===== src/rtl/audio_i2s_rx_if.sv =====
// Byte-stream output of the I2S capture block toward the FIFO write path.
// master = byte producer (audio_i2s_rx), slave = consumer.
interface audio_i2s_rx_if;
    logic [7:0] data_o;
    logic       valid_o;
    logic       ready_i;
    logic       overflow_o;
    logic       frame_o;

    modport master (
        output data_o,
        output valid_o,
        output overflow_o,
        output frame_o,
        input  ready_i
    );

    modport slave (
        input  data_o,
        input  valid_o,
        input  overflow_o,
        input  frame_o,
        output ready_i
    );
endinterface


===== src/rtl/audio_i2s_rx.sv =====
// Slave-mode I2S receiver: captures stereo frames and serializes them as bytes.
// Define AUDIO_I2S_RX_LJ_EN for left-justified input instead of standard I2S.
module audio_i2s_rx #(
    parameter int unsigned BIT_DEPTH = 24
) (
    input  logic               clk_i,
    input  logic               reset_n_i,
    input  logic               i2s_bclk_i,
    input  logic               i2s_lrck_i,
    input  logic               i2s_sdata_i,
    audio_i2s_rx_if.master     out_if
);

    localparam int unsigned FRAME_BYTES = 2 * BIT_DEPTH / 8;
    localparam int unsigned FRAME_W     = FRAME_BYTES * 8;
    localparam int unsigned CNT_W       = 5;
    localparam int unsigned IDX_W       = 3;
    localparam logic [CNT_W-1:0] BD_CNT = CNT_W'(BIT_DEPTH);
    localparam logic [IDX_W-1:0] LAST_IDX = IDX_W'(FRAME_BYTES - 1);

`ifdef AUDIO_I2S_RX_LJ_EN
    localparam logic LEFT_LVL  = 1'b1;
    localparam logic BIT_DELAY = 1'b0;
`else
    localparam logic LEFT_LVL  = 1'b0;
    localparam logic BIT_DELAY = 1'b1;
`endif

    typedef enum logic [1:0] {C_ALIGN, C_LEFT, C_RIGHT, C_WAIT} cap_state_e;
    typedef enum logic       {S_IDLE, S_SEND}                   ser_state_e;

    // {bclk, lrck, sdata} synchronizer stages
    logic [2:0]           sync1_q, sync1_d, sync2_q, sync2_d;
    logic                 bclk_prev_q, bclk_prev_d;
    logic                 prev_lrck_q, prev_lrck_d;
    logic                 bit_ch_prev_q, bit_ch_prev_d;
    logic [1:0]           seen_q, seen_d;
    cap_state_e           cap_state_q, cap_state_d;
    logic [BIT_DEPTH-1:0] shift_q, shift_d;
    logic [CNT_W-1:0]     cnt_q, cnt_d;
    logic [BIT_DEPTH-1:0] left_q, left_d;
    ser_state_e           ser_state_q, ser_state_d;
    logic [IDX_W-1:0]     idx_q, idx_d;
    logic [FRAME_W-1:0]   frame_buf_q, frame_buf_d;
    logic [7:0]           data_q, data_d;
    logic                 valid_q, valid_d;
    logic                 overflow_q, overflow_d;
    logic                 frame_q, frame_d;

    logic                 strobe_c, lrck_c, sd_c, bit_ch_c;
    logic                 start_c, left_start_c, right_start_c;
    logic                 commit_c, accept_c, hs_c, last_c;
    logic [CNT_W-1:0]     shamt_c;
    logic [BIT_DEPTH-1:0] shift_in_c, first_bit_c, aligned_c, commit_right_c;
    logic [FRAME_W-1:0]   next_bytes_c;

    always_ff @(posedge clk_i or negedge reset_n_i) begin
        if (!reset_n_i) begin
            sync1_q       <= '0;
            sync2_q       <= '0;
            bclk_prev_q   <= 1'b0;
            prev_lrck_q   <= 1'b0;
            bit_ch_prev_q <= 1'b0;
            seen_q        <= '0;
            cap_state_q   <= C_ALIGN;
            shift_q       <= '0;
            cnt_q         <= '0;
            left_q        <= '0;
            ser_state_q   <= S_IDLE;
            idx_q         <= '0;
            frame_buf_q   <= '0;
            data_q        <= '0;
            valid_q       <= 1'b0;
            overflow_q    <= 1'b0;
            frame_q       <= 1'b0;
        end else begin
            sync1_q       <= sync1_d;
            sync2_q       <= sync2_d;
            bclk_prev_q   <= bclk_prev_d;
            prev_lrck_q   <= prev_lrck_d;
            bit_ch_prev_q <= bit_ch_prev_d;
            seen_q        <= seen_d;
            cap_state_q   <= cap_state_d;
            shift_q       <= shift_d;
            cnt_q         <= cnt_d;
            left_q        <= left_d;
            ser_state_q   <= ser_state_d;
            idx_q         <= idx_d;
            frame_buf_q   <= frame_buf_d;
            data_q        <= data_d;
            valid_q       <= valid_d;
            overflow_q    <= overflow_d;
            frame_q       <= frame_d;
        end
    end

    // Edge detection and channel-start decode; bit_ch is the channel a bit belongs to
    always_comb begin
        sync1_d       = {i2s_bclk_i, i2s_lrck_i, i2s_sdata_i};
        sync2_d       = sync1_q;
        bclk_prev_d   = sync2_q[2];
        strobe_c      = sync2_q[2] & ~bclk_prev_q;
        lrck_c        = sync2_q[1];
        sd_c          = sync2_q[0];
        bit_ch_c      = BIT_DELAY ? prev_lrck_q : lrck_c;
        // history regs hold reset values until two real edges have been seen
        start_c       = strobe_c && (seen_q == 2'd2) && (bit_ch_c != bit_ch_prev_q);
        left_start_c  = start_c && (bit_ch_c == LEFT_LVL);
        right_start_c = start_c && (bit_ch_c != LEFT_LVL);
        shift_in_c    = {shift_q[BIT_DEPTH-2:0], sd_c};
        first_bit_c   = {{(BIT_DEPTH-1){1'b0}}, sd_c};
        shamt_c       = BD_CNT - cnt_q;
        aligned_c     = shift_q << shamt_c;
    end

    // Capture FSM plus byte serializer
    always_comb begin
        prev_lrck_d    = prev_lrck_q;
        bit_ch_prev_d  = bit_ch_prev_q;
        seen_d         = seen_q;
        cap_state_d    = cap_state_q;
        shift_d        = shift_q;
        cnt_d          = cnt_q;
        left_d         = left_q;
        ser_state_d    = ser_state_q;
        idx_d          = idx_q;
        frame_buf_d    = frame_buf_q;
        data_d         = data_q;
        valid_d        = valid_q;
        overflow_d     = overflow_q;
        frame_d        = 1'b0;
        commit_c       = 1'b0;
        commit_right_c = '0;

        if (strobe_c) begin
            prev_lrck_d   = lrck_c;
            bit_ch_prev_d = bit_ch_c;
            if (seen_q != 2'd2) seen_d = seen_q + 2'd1;
            case (cap_state_q)
                C_ALIGN, C_WAIT: begin
                    if (left_start_c) begin
                        cap_state_d = C_LEFT;
                        shift_d     = first_bit_c;
                        cnt_d       = CNT_W'(1);
                    end
                end
                C_LEFT: begin
                    if (right_start_c) begin
                        left_d      = aligned_c;
                        cap_state_d = C_RIGHT;
                        shift_d     = first_bit_c;
                        cnt_d       = CNT_W'(1);
                    end else if (left_start_c) begin
                        shift_d = first_bit_c;
                        cnt_d   = CNT_W'(1);
                    end else if (cnt_q < BD_CNT) begin
                        shift_d = shift_in_c;
                        cnt_d   = cnt_q + CNT_W'(1);
                    end
                end
                C_RIGHT: begin
                    if (left_start_c) begin
                        // short right word: commit zero-filled and start the next left
                        commit_c       = 1'b1;
                        commit_right_c = aligned_c;
                        cap_state_d    = C_LEFT;
                        shift_d        = first_bit_c;
                        cnt_d          = CNT_W'(1);
                    end else if (cnt_q < BD_CNT) begin
                        shift_d = shift_in_c;
                        cnt_d   = cnt_q + CNT_W'(1);
                        if (cnt_q == BD_CNT - CNT_W'(1)) begin
                            commit_c       = 1'b1;
                            commit_right_c = shift_in_c;
                            cap_state_d    = C_WAIT;
                        end
                    end
                end
                default: cap_state_d = C_ALIGN;
            endcase
        end

        hs_c         = valid_q && out_if.ready_i;
        last_c       = (idx_q == LAST_IDX);
        next_bytes_c = frame_buf_q << {idx_q + IDX_W'(1), 3'b000};
        accept_c     = commit_c && ((ser_state_q == S_IDLE) || (hs_c && last_c));

        if ((ser_state_q == S_SEND) && hs_c) begin
            if (last_c) begin
                ser_state_d = S_IDLE;
                valid_d     = 1'b0;
            end else begin
                idx_d  = idx_q + IDX_W'(1);
                data_d = next_bytes_c[FRAME_W-1 -: 8];
            end
        end

        if (accept_c) begin
            frame_buf_d = {left_q, commit_right_c};
            ser_state_d = S_SEND;
            idx_d       = '0;
            valid_d     = 1'b1;
            data_d      = left_q[BIT_DEPTH-1 -: 8];
            frame_d     = 1'b1;
        end else if (commit_c) begin
            overflow_d = 1'b1;
        end
    end

    assign out_if.data_o     = data_q;
    assign out_if.valid_o    = valid_q;
    assign out_if.overflow_o = overflow_q;
    assign out_if.frame_o    = frame_q;

endmodule

===== src/flat_wrapper.sv =====
// flat-port wrapper written by rule: the top's interface ports become plain ports
module audio_i2s_rx_flat 
#(
    parameter int unsigned BIT_DEPTH = 24
)
  (clk_i, reset_n_i, i2s_bclk_i, i2s_lrck_i, i2s_sdata_i, out_if_data_o, out_if_valid_o, out_if_overflow_o, out_if_frame_o, out_if_ready_i);
  audio_i2s_rx_if out_if_i ();
  input  logic clk_i;
  input  logic reset_n_i;
  input  logic i2s_bclk_i;
  input  logic i2s_lrck_i;
  input  logic i2s_sdata_i;
  output wire logic [$bits(out_if_i.data_o)-1:0] out_if_data_o;
  output wire logic [$bits(out_if_i.valid_o)-1:0] out_if_valid_o;
  output wire logic [$bits(out_if_i.overflow_o)-1:0] out_if_overflow_o;
  output wire logic [$bits(out_if_i.frame_o)-1:0] out_if_frame_o;
  input wire logic [$bits(out_if_i.ready_i)-1:0] out_if_ready_i;
  assign out_if_data_o = out_if_i.data_o;
  assign out_if_valid_o = out_if_i.valid_o;
  assign out_if_overflow_o = out_if_i.overflow_o;
  assign out_if_frame_o = out_if_i.frame_o;
  assign out_if_i.ready_i = out_if_ready_i;
  audio_i2s_rx #(.BIT_DEPTH(BIT_DEPTH)) u_core (.clk_i(clk_i), .reset_n_i(reset_n_i), .i2s_bclk_i(i2s_bclk_i), .i2s_lrck_i(i2s_lrck_i), .i2s_sdata_i(i2s_sdata_i), .out_if(out_if_i));
endmodule

===== config.mk =====
export PLATFORM = sky130hd
export DESIGN_NAME = audio_i2s_rx_flat
export DESIGN_NICKNAME = d
export VERILOG_FILES = /design/src/rtl/audio_i2s_rx_if.sv /design/src/rtl/audio_i2s_rx.sv /design/src/flat_wrapper.sv
export SDC_FILE = /design/constraint.sdc
export NUM_CORES = 1
export LEC_CHECK = 0
export CAP_MARGIN = 20
export CORE_UTILIZATION = 30
export DETAILED_ROUTE_END_ITERATION = 8
export GPL_ROUTABILITY_DRIVEN = 0
export PLACE_DENSITY_LB_ADDON = 0.08
export SKIP_LAST_GASP = 1
export SLEW_MARGIN = 20
export SYNTH_ARGS = -nofsm -noshare
export SYNTH_HDL_FRONTEND = slang
export SYNTH_SLANG_ARGS = --single-unit

===== constraint.sdc =====
create_clock -name clk_i -period 4 [get_ports clk_i]
set_input_delay 0.8 -clock clk_i [delete_from_list [all_inputs] [get_ports clk_i]]
set_output_delay 0.8 -clock clk_i [all_outputs]
set_load 0.005 [all_outputs]

==> metrics.yaml <==
cts_setup_buffers: 0
synth_cell_type_count: 77
cts_resized: 0
slew_headroom_pct: 36.0
outcome: "completed"
vias: 5612
placedCellCount: 1025
drive_above_1_share_pct: 13.7
num_rows: 56
p_leak_uw: 0.00354
p_per_area_nw_per_um2: 617
initial_core_util_pct: 30.7
die_y_um: 158
rsz0062_at_grt: "false"
instances_no_fill: 1057
drtAntennaViolNets: 0
grt_pass1_vias: 5486
io_buffers: 16
fin_setup_tns_ps: 0
holdBufCountCts: 0
num_antenna_cells: 0
yosysMostFrequentCell: "nand2_1"
synth_area_um2: 7260
required_ps: 4310
vias_per_cell: 5.31
cp.arrival_ps: 3360
antenna_found_initial: 0
fmax_mhz: 328
grtUsageTotal_pct: 18.4
h-tree-depth: 4
skew_ps: 6.60
path_class: "register to register"
drt_pass1_iterations: 4
clkTransAtPathRegs_ps: 60
timing.rr.end: "u_core.frame_buf_q[9]"
nets: 739
routed_wl_mm: 21.4
ff2ff_setup_slack_ps: 950
hold_end: "u_core.sync2_q[2]"
tritoncts: "yes"
drv_cap: 0
synth-edff-count: 0
yosys.area.top_type: "dfrtp_1"
yosysTopAreaCellShare_pct: 44.1
drtIter0Drc: 396
netlist_instances: 725
hp-class: "register to register"
synth.yosys.seq_area_share_pct: 44.1
layout_min_cycle_time_ps: 3050
grt_max_degree: 85
synth_flop_cell: "dfrtp_1"
grt_pass1_wl_mm: 34.0
startpoint_type: "register"
path_max_fanout: 12
syn_area_per_cell_um2: 10.0
async_flop_share_pct: 100
route.detailed.drc: 0
grt-ovfl-total: 0
finalSetupViolCount: 0
ys_ff_latch: 128
clock_path_buffers: 2
vdd_drop_max_v: 0.000414
cts.sinks: 128
area_growth_syn_to_layout_pct: 13.9
yosys-top-cells-count: "nand2_1, dfrtp_1, a21oi_1"
dp_hpwl_mm: 15.2
worstHoldPathCells: 0
top_level_ports: 17
hold_viol: 0
die_x_um: 158
yosys_warnings: 0
min_from: "u_core.sync1_q[2]"
root_buffer: "clkbuf_16"
tightest_slew_ps: 952
insertion_delay_ps: 420
synth_nets: 739
post_drt_wl_per_cell_um: 20.2
die_area_um2: 24800
finalCritPeriodShare_pct: 76.2
r2r.worst_path.cells: 8
reg2reg_from: "u_core.cnt_q[1]"
synth.area.top_cells: "dfrtp_1, nand2_1, mux4_2"
slew_violations: 0
setup.worst_path.end_class: "register"
core_um2: 23600
cts_buffers: 17
## critical path, cell delays in order (launching register included)
cell      delay [ps]
dfrtp_1          560
inv_1             80
ha_1             600
buf_4            280
mux4_2           540
mux2_2           300
mux2_4           270
a221oi_2         230
nor2_1            70
## worst max-delay path by stage
stage	from	to	slack, ps
floorplan	u_core.cnt_q[0]	u_core.frame_buf_q[9]	1130
CTS	u_core.cnt_q[1]	u_core.frame_buf_q[9]	940
detailed placement	out_if_ready_i	u_core.idx_q[2]	920
finish	u_core.cnt_q[1]	u_core.frame_buf_q[9]	950
global route	u_core.cnt_q[1]	u_core.frame_buf_q[9]	770
global placement	out_if_ready_i	u_core.idx_q[2]	970
## cells by family after synthesis
kind of cell	after synthesis	synth area share [%]
xor+xnor	5	0.966
mux	69	15.3
compound gates	179	17.3
buf+inv	63	4.33
fa+ha+maj	8	1.38
flops	128	44.1
simple gates	273	16.6
## layout by cell type, fill, tap and decap left out, drive strengths merged, types with 6 or more instances in the layout
master,n
nand2,188
dfrtp,128
a21oi,47
mux2i,34
mux4,30
nor2,28
o21ai,23
nand3,19
clkbuf,18
buf,17
inv,16
clkdlybuf4s50,15
o31ai,11
o211ai,11
a31oi,10
a22o,10
a22oi,9
a21o,9
ha,8
o21a,7
and2,7
a32o,6
o311ai,6
## sequential cells by signal, indices dropped and copies added, names as in the netlist, 3 cells and up
| signal | count |
|---|---|
| u_core.frame_buf_q | 48 |
| u_core.left_q | 24 |
| u_core.shift_q | 24 |
| u_core.out_if.data_o | 8 |
| u_core.cnt_q | 5 |
| u_core.idx_q | 3 |
| u_core.sync1_q | 3 |
| u_core.sync2_q | 3 |
## per-layer routing
metal,vias up,GRT usage [%],part of all wire (%)
met1,2793,27.0,51
met2,145,27.2,43
met4,0,6.43,2.0
li1,2650,-,-
met3,24,2.97,3.9
met5,-,0,0
## where the power goes
group / total, uW / internal, uW / switching, uW
Clock: 1600 / 945 / 655
Combinational: 1930 / 746 / 1190
Sequential: 1570 / 1410 / 160
## area by class of cell
class                   count  area (um^2)
clock inverters            14          156
fillers                  2406        15300
well taps                 319          399
repair buffers             32          282
flip-flops and latches    128         3200
multi-input cells         534         3740
clock buffers              18          439
inverters                  12         45.0
## through the flow
stage	power [uW]	setup WS, ps	instance area [um^2]	hold WS [ps]	util (%)
2_1_floorplan	3060	1130	7260	331	-
3_3_place_gp	3510	969	7670	333	32.5
3_5_place_dp	3540	916	7670	344	32.5
4_1_cts	5150	942	8270	342	35.0
5_1_grt	5370	774	8270	362	35.0
6_report	5100	953	8270	346	35.0
Power figures use the tool's default switching activity.
